--- config.mk ---
export PLATFORM = sky130hd
export DESIGN_NAME = step_pulse_gen
export DESIGN_NICKNAME = d
export VERILOG_FILES = /design/src/rtl/step_pkg.sv /design/src/rtl/sync_2ff.sv /design/src/rtl/step_pulse_gen.sv
export SDC_FILE = /design/constraint.sdc
export NUM_CORES = 1
export LEC_CHECK = 0
export BUFFER_PORTS_ARGS = -buffer_cell sky130_fd_sc_hd__buf_4
export CORE_MARGIN = 2
export CORE_UTILIZATION = 59
export DETAILED_ROUTE_END_ITERATION = 8
export PLACE_DENSITY = 0.79
export SETUP_SLACK_MARGIN = 0.02
export SLEW_MARGIN = 20
export SYNTH_ARGS = -nofsm -noshare
export SYNTH_HDL_FRONTEND = slang
export SYNTH_SLANG_ARGS = --single-unit
--- constraint.sdc ---
create_clock -name CLK -period 2.98 [get_ports CLK]
set_clock_uncertainty 0.15 [all_clocks]
set_input_delay 0.596 -clock CLK [delete_from_list [all_inputs] [get_ports CLK]]
set_output_delay 0.596 -clock CLK [all_outputs]
set_load 0.01 [all_outputs]
--- src/rtl/step_pkg.sv ---
// -----------------------------------------------------------------------------
// step_pkg
//   Shared types and default constants for the single-step key pulse generator.
//   Holds the FSM state enum and the default hold/repeat cycle counts
//   (0.5 s hold and 0.1 s repeat at a 100 MHz CLK).
// -----------------------------------------------------------------------------
package step_pkg;

    typedef enum logic [1:0] {
        IDLE   = 2'd0,
        PRESS  = 2'd1,
        REPEAT = 2'd2
    } stepState_e;

    localparam logic [31:0] DEFAULT_HOLD_CYCLES   = 32'd50_000_000;
    localparam logic [31:0] DEFAULT_REPEAT_CYCLES = 32'd10_000_000;

endpackage

--- src/rtl/sync_2ff.sv ---
// -----------------------------------------------------------------------------
// sync_2ff
//   Two-flop synchronizer for a single asynchronous level. Both flops reset
//   asynchronously to RESET_VALUE so the output is defined during reset.
//
//   Ports
//     CLK      in   destination clock
//     Reset    in   asynchronous active-high reset
//     dataIn   in   asynchronous level
//     dataOut  out  level synchronized to CLK (two-cycle latency)
// -----------------------------------------------------------------------------
module sync_2ff #(
    parameter logic RESET_VALUE = 1'b1
) (
    input  logic CLK,
    input  logic Reset,
    input  logic dataIn,
    output logic dataOut
);

    logic metaStage;

    // NOTE: sequential state uses non-blocking assignments so every flop
    // samples the pre-edge value of its source; blocking here would collapse
    // the two stages into one.
    always_ff @(posedge CLK or posedge Reset) begin
        if (Reset) begin
            metaStage <= RESET_VALUE;
            dataOut   <= RESET_VALUE;
        end else begin
            metaStage <= dataIn;
            dataOut   <= metaStage;
        end
    end

endmodule

--- src/rtl/step_pulse_gen.sv ---
// -----------------------------------------------------------------------------
// step_pulse_gen
//   Converts a debounced key level into single-cycle CPU step strobes. A fresh
//   press issues one pulse; with auto-repeat compiled in, holding the key for
//   HOLD_CYCLES issues a pulse and then one more every REPEAT_CYCLES until
//   release. StepEn gates pulses and counting but never the FSM or timer.
//
//   Build option
//     STEP_AUTO_REPEAT_EN  defined: PRESS -> REPEAT after HOLD_CYCLES.
//                          undefined: one pulse per press, REPEAT unreachable.
//
//   Ports
//     CLK        in   100 MHz system clock
//     Reset      in   asynchronous active-high reset
//     KeyIn      in   debounced key level, asynchronous to CLK
//     StepEn     in   synchronous pulse/count enable
//     StepPulse  out  registered single-cycle step strobe
//     StepCount  out  registered 16-bit count of issued pulses (wraps)
//     KeyHeld    out  registered, high while in PRESS or REPEAT
// -----------------------------------------------------------------------------
module step_pulse_gen
    import step_pkg::*;
#(
    parameter logic [31:0] HOLD_CYCLES   = DEFAULT_HOLD_CYCLES,
    parameter logic [31:0] REPEAT_CYCLES = DEFAULT_REPEAT_CYCLES
) (
    input  logic        CLK,
    input  logic        Reset,
    input  logic        KeyIn,
    input  logic        StepEn,
    output logic        StepPulse,
    output logic [15:0] StepCount,
    output logic        KeyHeld
);

    logic        ks;
    logic        prevKs;
    stepState_e  state;
    stepState_e  nextState;
    logic [31:0] timer;
    logic [31:0] nextTimer;
    logic        pulseNext;

    sync_2ff #(
        .RESET_VALUE (1'b1)
    ) u_keySync (
        .CLK     (CLK),
        .Reset   (Reset),
        .dataIn  (KeyIn),
        .dataOut (ks)
    );

    // prevKs resets to 1 (as does the synchronizer) so a key that is already
    // down when reset releases is not seen as a rising edge.
    always_ff @(posedge CLK or posedge Reset) begin
        if (Reset) begin
            state     <= IDLE;
            timer     <= '0;
            prevKs    <= 1'b1;
            StepPulse <= 1'b0;
            StepCount <= '0;
            KeyHeld   <= 1'b0;
        end else begin
            state     <= nextState;
            timer     <= nextTimer;
            prevKs    <= ks;
            StepPulse <= pulseNext;
            StepCount <= StepCount + {15'd0, pulseNext};
            KeyHeld   <= (nextState != IDLE);
        end
    end

    // NOTE: every signal assigned in this block gets a default first, so no
    // path leaves one unassigned and no latch is inferred.
    always_comb begin
        nextState = state;
        nextTimer = timer;
        pulseNext = 1'b0;

        case (state)
            IDLE: begin
                nextTimer = '0;
                if (ks && !prevKs) begin
                    nextState = PRESS;
                    pulseNext = StepEn;
                end
            end

            PRESS: begin
                if (!ks) begin
                    nextState = IDLE;
                    nextTimer = '0;
                end else if (timer == HOLD_CYCLES - 32'd1) begin
`ifdef STEP_AUTO_REPEAT_EN
                    nextState = REPEAT;
                    nextTimer = '0;
                    pulseNext = StepEn;
`else
                    // Saturate: stay in PRESS until release, never wrap.
                    nextTimer = timer;
`endif
                end else begin
                    nextTimer = timer + 32'd1;
                end
            end

            // Only reachable when auto-repeat is compiled in. Release is
            // tested first so it wins over a coincident repeat expiry.
            REPEAT: begin
                if (!ks) begin
                    nextState = IDLE;
                    nextTimer = '0;
                end else if (timer == REPEAT_CYCLES - 32'd1) begin
                    nextTimer = '0;
                    pulseNext = StepEn;
                end else begin
                    nextTimer = timer + 32'd1;
                end
            end

            default: begin
                nextState = IDLE;
                nextTimer = '0;
            end
        endcase
    end

endmodule

== Yosys cells after proc, flatten, opt, wreduce, memory -nomap -nowiden ==
Cells that the tools add are included.

* Register bits: 55
* Input bits: 4
* Output and inout port bits: 18
* Word-level logic and storage cells: 32

* Add/sub/neg operators: 2
* Equal/unequal tests: 5
* Muxes and demuxes: 12
* Reduce and logical (&&, ||, !) cells: 5

{| class="wikitable"
|+ Operator list
! operator !! count
|-
| $mux 32 || 4
|-
| $pmux 32 s2 || 1
|-
| $add 32x1->32 const B || 1
|-
| $eq 32x24->1 const B || 1
|-
| $eq 32x26->1 const B || 1
|-
| $add 16x1->16 || 1
|-
| $mux 2 || 2
|-
| $pmux 2 s2 || 1
|-
| $mux 1 || 3
|-
| $ne 3x3->1 const B || 1
|-
| $eq 2x1->1 const B || 1
|-
| $eq 2x2->1 const B || 1
|-
| $logic_not 2->1 || 1
|-
| $pmux 1 s2 || 1
|-
| $reduce_bool 2->1 || 1
|-
| $reduce_or 2->1 || 1
|-
| $logic_and 1x1->1 || 1
|-
| $logic_not 1->1 || 1
|}

== Depth between registers and ports, before layout ==
Gate-level depths: netlist of run 1.

* Depth after elaboration: 5
* Depth in mapped cells: 12
* Mapped depth without buffers: 11

== Hierarchy ==
A second synthesis of run 1 with hierarchy kept.

* Cells, all modules: 255
* Area, all modules: 2681.3 um^2

{| class="wikitable"
|+ By module, submodules not included
! module !! times used !! cells an instance !! area each (um^2) !! sequential area each (um^2)
|-
| step_pulse_gen || 1 || 252 || 2625.0 || 1327.5
|-
| sync_2ff || 1 || 3 || 56.3 || 52.6
|}

== Worst setup path before layout of run 1 ==
Ideal clock, no wire load.

* Kind: reg2reg
* From: reg timer[17]
* To: reg StepCount[12]
* Setup time: 0.125 ns
* Arrival: 2.369 ns
* Required time: 2.705 ns
* Path slack: 0.336 ns
* Cell stages (with the launch flop): 11
* Path buffers: 1
* Period minus slack after synthesis: 2.644 ns
* Path through: dfrtp_1 -> or4b_1 -> nor4_2 -> nand3_1 -> a21oi_1 -> ha_1 -> ha_1 -> and3_1 -> clkbuf_1 -> nand4_1 -> xnor2_1

* Longest elaborated chain between the ends: 5

{| class="wikitable"
|+ RTL lines
! item !! RTL line !! RTL
|-
| start, declared || step_pulse_gen.sv:40 || <nowiki>logic [31:0] timer;</nowiki>
|-
| start signal, assigned || step_pulse_gen.sv:65 || <nowiki>timer <= nextTimer;</nowiki>
|-
| $eq 32x24->1 || step_pulse_gen.sv:113 || <nowiki>end else if (timer == REPEAT_CYCLES - 32'd1) begin</nowiki>
|-
| $mux 1 || step_pulse_gen.sv:113 ||
|-
| $mux 1 || step_pulse_gen.sv:110 || <nowiki>if (!ks) begin</nowiki>
|-
| $pmux 1 s2 || step_pulse_gen.sv:80 || <nowiki>case (state)</nowiki>
|-
| via pulseNext || step_pulse_gen.sv:42 || <nowiki>logic pulseNext;</nowiki>
|-
| $add 16x1->16 || step_pulse_gen.sv:68 || <nowiki>StepCount <= StepCount + {15'd0, pulseNext};</nowiki>
|-
| end signal, assigned || step_pulse_gen.sv:68 ||
|-
| end, declared || step_pulse_gen.sv:32 || <nowiki>output logic [15:0] StepCount,</nowiki>
|}

The timed path passes the listed nets, and every way through them passes these cells.
A chain may end at the register's enable or synchronous reset.

== Worst setup path in the final report of run 1 ==
* From: reg timer[22]
* To: reg StepCount[12]

The elaborated chain is that of the path after synthesis.

==> qor.yml, run 1 <==
critical_path:
  crit_family: "simple AND/OR/NAND/NOR gates"
  worst-path-buf-inv: 0
  r2r_cells: 9
  path_max_fanout: 5
  rrSetupSlack_ns: 0.26
  r2r-start: "timer[22]"
  crit_path_end_kind: "register"
  cp_slowest_cell: "or4b_1"
  worstPathArrival_ns: 2.77
  cp-start-kind: "register"
  crit_chain: "or4b_1 -> nor4_4 -> nand3_1 -> a21oi_2 -> ha_2 -> ha_1 -> and3_2 -> nand4_1 -> xnor2_1"
  r2r_end: "StepCount[12]"
  max_stage_delay_ns: 0.59
  cp.required_ns: 3.03
  critPathKind: "reg -> reg"
cells_and_area:
  fin_nets: 293
  final_common_cell: "dfrtp_1"
  antenna_cells: 0
  layout_common_cells: "52 x dfrtp_1, 29 x nor2_1, 28 x buf_4"
  fin_cells: 335
  drive_above_1_share_pct: 18.02
  area_delta_synth_final_pct: 14.02
drt:
  post_drt_wl_per_cell_um: 14.95
  final_antenna_net_count: 0
  drc: 0
  routed_via_density: 5.669
  postRouteWirelength_mm: 5.007
  drt-pass1-iter-count: 4
  drt_iter0_markers: 117
  vias: 1899
grt:
  globalRouteOverflowTotal: 0
  grt_start_max_net_pins: 45
  grt_pass1_wl_mm: 8.838
  antenna_found_initial: 0
  first_global_vias: 1940
  grt.total_usage_pct: 22.06
yosys:
  ys_ff_latch: 55
  ys_warn_count: 0
  netlist_instances: 254
  syn_nets: 265
  netlist_area_um2: 2678
  synth.distinct_cells: 43
  avgSynthCellArea_um2: 10.54
  synth.yosys.seq_area_share_pct: 51.54
worst_hold_path:
  whs_endpoint: "u_keySync.dataOut"
  hp-class: "reg -> reg"
  hp-start: "u_keySync.metaStage"
  holdPathStages: 0
sta:
  min_period_ns: 2.725
  fin_tns_setup_ns: 0
  report.final.slew_viol_count: 0
  rsz0062_at_grt: "false"
  holdWs_ns: 0.2114
  setup_ws_ns: 0.2551
  fmax_mhz: 367.0
  maxSlewHeadroom_pct: 40.15
  max_slew.worst_pin.slew_ns: 0.8964
  fin_crit_sh_pct: 91.44
  setup_viol: 0
  finalHoldViolCount: 0
place:
  numPlacedInstances: 327
  place_hpwl_mm: 3.503
  portBuffers: 21
  place.gp.congestion: 0.7917
  place_ws_ns: 0.1771
clock_tree:
  cts-htree-levels: 2
  clock_latency_ns: 0.31
  path_clk_slew_ns: 0.09
  cts_root_buf: "clkbuf_8"
  cts.sinks: 55
  numCtsBuffers: 5
  clock_path_buffers: 2
  cts_tree: "built"
floorplan:
  start_util_pct: 61.49
  ioPinCount: 22
  die-area_um2: 5093
  dieWidth_um: 71.37
  num_rows: 24
  die-height_um: 71.37
  core-area_um2: 4354
power_and_ir_drop:
  power_leakage_nw: 1.313
  cellPowerDensity_nw_per_um2: 534.2
  ir_worst_vdd_mv: 0.4839
job:
  cap_violations: 0
outcome:
  status: "finished, final reports clean"
[routing by layer]
layer  routed length, µm  GRT usage (%)
met5                   0              0
met4                  70          7.338
met3                 180          5.485
met2                2352          34.36
met1                2404          30.62
[power by group]
part | internal (mW) | switching [mW]
Clock | 0.335 | 0.236
Combinational | 0.0955 | 0.126
Sequential | 0.791 | 0.0475
Total | 1.22 | 0.409
[metrics by stage]
step,util (%),total power [mW],cell area (µm²)
global placement,66.55,1.066,2898
finish,70.11,1.631,3053
CTS,69.68,1.645,3034
global route,70.11,1.700,3053
detailed placement,66.55,1.073,2898
floorplan,-,0.9904,2678
[area by class of cell]
type	instances	area [µm²]
inverter	6	22.52
timing repair buffer	28	210.2
clock inverter	3	67.56
clock buffer	5	68.82
multi-input combinational	186	1239
fill	299	1301
tap	52	65.06
sequential	55	1380
[cells by family (layout without fill, tap and decap cells)]
logic type               Yosys count  in the layout  synth area share, %
AND/OR/NAND/NOR                  119            119                24.49
XOR/XNOR                          39             39                12.76
flip-flops                        55             55                51.54
multiplexers                       1              1               0.3738
buffers and inverters             13             42                2.897
adder cells (fa/ha/maj)            7              7                3.271
AO/OA/AOI/OAI                     20             20                4.673
[sequential cells by signal, indices dropped and copies added (netlist names)]
register,cells
KeyHeld,1
StepCount,16
StepPulse,1
prevKs,1
state,2
timer,32
u_keySync.dataOut,1
u_keySync.metaStage,1
[worst max path at each step]
stage,start,end,cells after the start,slack (ns)
3_3_place_gp,timer[22],StepCount[12],9,0.28
6_report,timer[22],StepCount[12],9,0.26
3_5_place_dp,timer[22],StepCount[12],9,0.18
5_1_grt,timer[0],StepCount[12],11,0.03
4_1_cts,timer[22],StepCount[8],9,0.14
2_1_floorplan,timer[17],StepCount[12],10,0.34
[repair_timing]
item / CTS / global route
hold buffers: 0 / 0
setup buffers: 0 / 0
resized for setup: 0 / 5
setup endpoints to repair: 0 / 4
[Yosys cell counts, drive strengths merged]
master | number | area [µm²]
a211oi | 2 | 15.01
a21o | 3 | 22.52
a21oi | 4 | 20.02
a22oi | 2 | 15.01
a31oi | 1 | 6.260
and2 | 2 | 12.51
and3 | 7 | 45.05
and4 | 4 | 35.03
and4bb | 1 | 12.51
buf | 4 | 43.79
clkbuf | 3 | 11.26
dfrtp | 52 | 1301
dfstp | 3 | 78.83
ha | 7 | 87.58
inv | 6 | 22.52
mux2i | 1 | 10.01
nand2 | 17 | 63.81
nand2b | 3 | 18.77
nand3 | 21 | 105.1
nand4 | 13 | 81.33
nand4b | 3 | 26.28
nor2 | 29 | 108.9
nor3 | 4 | 20.02
nor3b | 1 | 7.510
nor4 | 6 | 50.04
nor4b | 2 | 23.77
o211ai | 1 | 7.510
o21a | 1 | 7.510
o21ai | 5 | 25.02
o22ai | 1 | 6.260
or2 | 3 | 18.77
or3 | 1 | 7.510
or3b | 1 | 8.760
or4b | 1 | 10.01
xnor2 | 17 | 148.9
xor2 | 22 | 192.7
No activity file was read; power rests on OpenSTA's default activity.
==> run 2: changes to the inputs <==
Settings changed: CORE_UTILIZATION 59 to 53, PLACE_DENSITY 0.79 to 0.73.
Clock period 2.98 ns to 2.25 ns, I/O delays scaled along.
==> run 2 against run 1 <==
The flow now finishes with violations (negative setup slack). Register-to-register slack got worse by 0.50 ns. Final cell count increased by 19%. Clock power increased by 4.9%. Highest routed layer unchanged. Utilization increased by 3.3 points. Sequential cell count unchanged. Sequential power increased by 33%.
==> qor.yml, run 2 (synthesis results as in run 1) <==
critical_path:
  max_stage_delay_ns: 0.55  # was 0.59 ns
  r2r_cells: 9  # unchanged
  critPathKind: "reg -> reg"  # unchanged
  path_common_cell: "ha_4"
  worstPathArrival_ns: 2.54  # was 2.77 ns
  cp_slowest_cell: "or4b_4"  # was or4b_1
  r2r-start: "timer[22]"  # unchanged
  rrSetupSlack_ns: -0.25  # was 0.26 ns
  crit_path_end_kind: "register"  # unchanged
  r2r_end: "StepCount[12]"  # unchanged
  worstSetupEndpoint: "StepCount[12]"  # unchanged
  cp-start-kind: "register"  # unchanged
  cp.required_ns: 2.30  # was 3.03 ns
  crit_chain: "or4b_4 -> nor4_4 -> nand3_1 -> a21oi_2 -> ha_4 -> ha_4 -> and3_4 -> nand4_1 -> xnor2_1"  # was or4b_1 -> nor4_4 -> nand3_1 -> a21oi_2 -> ha_2 -> ha_1 -> and3_2 -> nand4_1 -> xnor2_1
  path_max_fanout: 5  # unchanged
  crit_start: "timer[22]"  # unchanged
outcome:
  violations: "negative setup slack"
  status: "complete, but fails checks"  # was finished, final reports clean
floorplan:
  die-height_um: 75.08  # was 71.37 µm
  dieWidth_um: 75.08  # was 71.37 µm
  num_rows: 25  # was 24
  start_util_pct: 55.95  # was 61.49%
  ioPinCount: 22  # unchanged
  core-area_um2: 4786  # was 4354 µm²
  die-area_um2: 5636  # was 5093 µm²
cells_and_area:
  drive_above_1_share_pct: 34.74  # was 18.02%
  layout_common_cells: "75 x buf_4, 52 x dfrtp_1, 27 x nor2_1"  # was 52 x dfrtp_1, 29 x nor2_1, 28 x buf_4
  antenna_cells: 0  # unchanged
  area_delta_synth_final_pct: 31.17  # was 14.02%
  fin_nets: 341  # was 293
  regMostFlops: "timer"  # unchanged
  largest_register_ffs: 32  # unchanged
  top_regs: "timer x32, StepCount x16, state x2"  # unchanged
  final_common_cell: "buf_4"  # was dfrtp_1
  fill_cells: 342  # was 299
clock_tree:
  cts_tree: "built"  # unchanged
  cts.sinks: 55  # unchanged
  clock_latency_ns: 0.31  # about the same
  cts-htree-levels: 2  # unchanged
  numCtsBuffers: 5  # unchanged
  hold_buffers: 0  # unchanged
  clock_path_buffers: 2  # unchanged
  path_clk_slew_ns: 0.10  # was 0.09 ns
  cts_root_buf: "clkbuf_8"  # unchanged
grt:
  grt_pass1_wl_mm: 9.439  # was 8.838 mm
  grt_start_max_net_pins: 26  # was 45
  globalRouteOverflowTotal: 0  # unchanged
  antenna_found_initial: 0  # unchanged
  first_global_vias: 2079  # was 1940
  grt.total_usage_pct: 22.24  # was 22.06%
place:
  place_hpwl_mm: 4.078  # was 3.503 mm
  portBuffers: 21  # unchanged
  place.gp.congestion: 0.8209  # was 0.7917
  place_ws_ns: -0.3992  # was 0.1771 ns
worst_hold_path:
  hp-class: "in -> async"  # was reg -> reg
sta:
  report.final.slew_viol_count: 0  # unchanged
  maxSlewHeadroom_pct: 65.91  # was 40.15%
  fmax_mhz: 400.4  # was 367.0 MHz
  max_slew.worst_pin.slew_ns: 0.5106  # was 0.8964 ns
  fin_crit_sh_pct: 111.0  # was 91.44%
  setup_viol: 11  # was 0
  fin_tns_setup_ns: -1.972  # was 0 ns
  setup_ws_ns: -0.2474  # was 0.2551 ns
  rsz0062_at_grt: "true"  # was false
  finalHoldViolCount: 0  # unchanged
  min_period_ns: 2.497  # was 2.725 ns
drt:
  post_drt_wl_per_cell_um: 14.31  # was 14.95 µm
  routed_via_density: 5.319  # was 5.669
  drt-pass1-iter-count: 4  # unchanged
  vias: 2117  # was 1899
  drc: 0  # unchanged
  final_antenna_net_count: 0  # unchanged
  postRouteWirelength_mm: 5.694  # was 5.007 mm
  drt_iter0_markers: 82  # was 117
power_and_ir_drop:
  power_leakage_nw: 1.575  # was 1.313 nW
  ir_worst_vdd_mv: 0.4521  # was 0.4839 mV
  cellPowerDensity_nw_per_um2: 594.9  # was 534.2 nW/µm²
job:
  cap_violations: 0  # unchanged
[run 2: metal layers]
metal | vias to the layer above | wire length [µm] | GRT usage, %
li1 | 1041 | - | -
met1 | 1038 | 2667 | 30.85
met2 | 31 | 2767 | 35.58
met3 | 7 | 178 | 4.150
met4 | 0 | 82 | 6.944
met5 | - | 0 | 0
[run 2: area by class of cell]
type	instances	area [µm²]	area share (%)
Sequential cell	55	1380	39.29
Multi-Input combinational cell	186	1348	38.37
Clock inverter	1	7.507	0.2138
Tap cell	67	83.83	2.387
Inverter	6	22.52	0.6413
Clock buffer	7	96.34	2.743
Timing Repair Buffer	76	574.3	16.35
[run 2: per-stage QoR]
step	util [%]	cells	cell area, µm²	hold WS, ns	total power [mW]
3_3_place_gp	68.08	385	3258	0.1977	1.459
4_1_cts	71.37	396	3416	0.02853	2.070
5_1_grt	73.39	398	3512	0.06124	2.188
6_report	73.39	398	3512	0.02380	2.089
2_1_floorplan	-	254	2698	0.1952	1.322
3_5_place_dp	68.08	385	3258	0.1972	1.474
[run 2: worst min-delay path by stage]
stage                   startpoint                 to  slack, ns  cells past startpoint
2_1_floorplan  u_keySync.metaStage  u_keySync.dataOut       0.20                      0
3_3_place_gp   u_keySync.metaStage  u_keySync.dataOut       0.20                      0
3_5_place_dp   u_keySync.metaStage  u_keySync.dataOut       0.20                      0
4_1_cts                      Reset       StepCount[2]       0.03                      2
5_1_grt                      Reset      StepCount[14]       0.06                      2
6_report                     Reset       StepCount[2]       0.02                      2
[run 2: timing repair]
action	in CTS	in global routing
endpoints found under the hold margin	0	0
pin swaps	3	7
setup endpoints to repair	30	33
buffers inserted	3	4
gates resized for setup	9	16
[run 2: power by group]
group	switching [mW]	internal [mW]	leakage (nW)
Sequential	0.0745	1.05	0.748
Clock	0.318	0.281	0.0505
Combinational	0.190	0.178	0.776
[run 2: worst max-delay path: cells and delay by family, from the launching register on]
kind,cells,cell delay (ns)
AOI/OAI and AO/OA,1,0.23
xor gates and xnor gates,1,0.15
adders and majority gates,2,0.31
and+or+nand+nor,5,1.15
DFF,1,0.40
==> run 3: changes to the inputs <==
Settings changed: CORE_UTILIZATION 53 to 35, PLACE_DENSITY 0.73 to 0.51.
==> run 3 against run 2 <==
The flow still finishes with violations (negative setup slack). Design area grew 6.1%. Critical endpoint unchanged. Critical path depth stayed put. Non-clock buffer count stayed put.
==> qor.yml, run 3 (synthesis results as in run 1) <==
critical_path:
  worstPathArrival_ns: 2.49  # was 2.54 ns
  critPathKind: "reg -> reg"  # unchanged
  crit_family: "simple AND/OR/NAND/NOR gates"  # unchanged
  worst-path-buf-inv: 0  # unchanged
  cp.required_ns: 2.31  # was 2.30 ns
  crit_chain: "or4b_4 -> nor4_4 -> nand3_1 -> a21oi_2 -> ha_4 -> ha_4 -> and3_4 -> nand4_1 -> xnor2_1"  # unchanged
  cp_slowest_cell: "or4b_4"  # unchanged
  cp-start-kind: "register"  # unchanged
  crit_path_end_kind: "register"  # unchanged
  path_max_fanout: 5  # unchanged
  max_stage_delay_ns: 0.55  # about the same
  path_common_cell: "ha_4"  # unchanged
power_and_ir_drop:
  cellPowerDensity_nw_per_um2: 623.6  # was 594.9 nW/µm²
  power_leakage_nw: 1.640  # was 1.575 nW
  p_total_mw: 2.323  # was 2.089 mW
  ir_worst_vdd_mv: 0.2945  # was 0.4521 mV
outcome:
  violations: "negative setup slack"  # unchanged
  status: "complete, but fails checks"  # unchanged
grt:
  grt_start_max_net_pins: 56  # was 26
  globalRouteOverflowTotal: 0  # unchanged
  grt_pass1_wl_mm: 10.07  # was 9.439 mm
  antenna_found_initial: 0  # unchanged
  first_global_vias: 2070  # was 2079
  grt.total_usage_pct: 14.97  # was 22.24%
drt:
  drc: 0  # unchanged
  post_drt_wl_per_cell_um: 13.70  # was 14.31 µm
  postRouteWirelength_mm: 5.889  # was 5.694 mm
  drt-pass1-iter-count: 4  # unchanged
  vias: 2079  # was 2117
  routed_via_density: 4.835  # was 5.319
  drt_iter0_markers: 98  # was 82
  final_antenna_net_count: 0  # unchanged
place:
  place_hpwl_mm: 4.049  # was 4.078 mm
  place.gp.congestion: 0.8270  # was 0.8209
  portBuffers: 21  # unchanged
floorplan:
  dieWidth_um: 91.47  # was 75.08 µm
  die-area_um2: 8366  # was 5636 µm²
  core-area_um2: 7331  # was 4786 µm²
  num_rows: 31  # was 25
  ioPinCount: 22  # unchanged
  start_util_pct: 36.53  # was 55.95%
  die-height_um: 91.47  # was 75.08 µm
worst_hold_path:
  hp-class: "in -> async"  # unchanged
clock_tree:
  hold_buffers: 0  # unchanged
  numCtsBuffers: 5  # unchanged
  path_clk_slew_ns: 0.10  # about the same
  cts-htree-levels: 2  # unchanged
  clock_path_buffers: 2  # unchanged
  cts.sinks: 55  # unchanged
  cts_root_buf: "clkbuf_8"  # unchanged
  clock_latency_ns: 0.31  # about the same
  cts_tree: "built"  # unchanged
cells_and_area:
  largest_register_ffs: 32  # unchanged
  final_common_cell: "buf_4"  # unchanged
  fill_cells: 669  # was 342
  regMostFlops: "timer"  # unchanged
  top_regs: "timer x32, StepCount x16, state x2"  # unchanged
  fin_nets: 341  # unchanged
  postLayoutCoreUtil_pct: 50.81  # was 73.39%
  layout_common_cells: "70 x buf_4, 52 x dfrtp_1, 22 x xor2_1"  # was 75 x buf_4, 52 x dfrtp_1, 27 x nor2_1
  antenna_cells: 0  # unchanged
  drive_above_1_share_pct: 39.88  # was 34.74%
  area_delta_synth_final_pct: 39.11  # was 31.17%
sta:
  finalHoldViolCount: 0  # unchanged
  rsz0062_at_grt: "true"  # unchanged
  fin_crit_sh_pct: 108.2  # was 111.0%
  min_period_ns: 2.433  # was 2.497 ns
  fin_tns_setup_ns: -1.356  # was -1.972 ns
  maxSlewHeadroom_pct: 73.33  # was 65.91%
  setup_viol: 11  # unchanged
  setup_ws_ns: -0.1834  # was -0.2474 ns
  fmax_mhz: 410.9  # was 400.4 MHz
  max_slew.worst_pin.slew_ns: 0.3983  # was 0.5106 ns
  report.final.slew_viol_count: 0  # unchanged
job:
  cap_violations: 0  # unchanged
-- run 3: cell types whose count changed in the layout (fill, tap and decap cells not counted), moves of 2 or more --
| cell | before | now |
|---|---|---|
| clkbuf_8 | 7 | 5 |
| buf_12 | 0 | 2 |
| buf_4 | 75 | 70 |
| nor2_4 | 0 | 7 |
| bufinv_16 | 0 | 2 |
| buf_6 | 1 | 3 |
| nor2_2 | 2 | 9 |
| nor2_1 | 27 | 13 |
-- run 3: timing repair --
item,in CTS,in global routing
endpoints found under the hold margin,0,0
buffers inserted,1,2
pin swaps,1,15
gates cloned,0,1
resized for setup,6,47
endpoints found under the setup margin,31,39
-- run 3: worst register-to-register path: stages (launching register included) --
cell     delay [ns]
dfrtp_1        0.39
or4b_4         0.55
nor4_4         0.17
nand3_1        0.12
a21oi_2        0.21
ha_4           0.18
ha_4           0.13
and3_4         0.19
nand4_1        0.11
xnor2_1        0.14
-- run 3: worst paths after layout --
check                      slack, ns                 from  cells past startpoint                   to
setup / recovery               -0.18            timer[22]                      9        StepCount[12]
hold / removal                  0.03                Reset                      3         StepCount[4]
setup reg to reg               -0.18            timer[22]                      9        StepCount[12]
hold reg to reg                 0.22  u_keySync.metaStage                      0    u_keySync.dataOut
max in group asynchronous       1.63                Reset                      3               prevKs
min in group CLK                0.09                KeyIn                      1  u_keySync.metaStage
-- run 3: stage by stage --
stage                     hold slack, ns  setup slack, ns  area (µm²)  cells
after floorplan                   0.1952          -0.2897        2698    254
after global placement            0.1982          -0.2474        3338    419
after detailed placement          0.1972          -0.3224        3338    419
after CTS                        0.04793          -0.2803        3496    427
after global routing             0.05228          -0.3200        3725    430
final                            0.02633          -0.1834        3725    430
-- run 3: power by group --
| group | switching, mW | total, mW | internal (mW) |
|---|---|---|---|
| combinational | 0.216 | 0.422 | 0.206 |
| clock | 0.333 | 0.777 | 0.444 |
| sequential | 0.0760 | 1.12 | 1.05 |
-- run 3: cell type report --
cell class	instances	area (µm²)	share of cell area, %
multi-input combinational	186	1438	38.60
tap	99	123.9	3.326
clock inverter	3	67.56	1.814
sequential	55	1380	37.05
inverter	6	22.52	0.6046
clock buffer	5	68.82	1.847
timing repair buffer	76	624.3	16.76
-- run 3: metal layers --
layer	up-vias	routed length [µm]	GRT usage, %
met5	-	0	0
met4	0	55	4.293
met3	5	137	2.822
met2	22	2806	23.10
met1	1004	2891	21.41
li1	1048	-	-
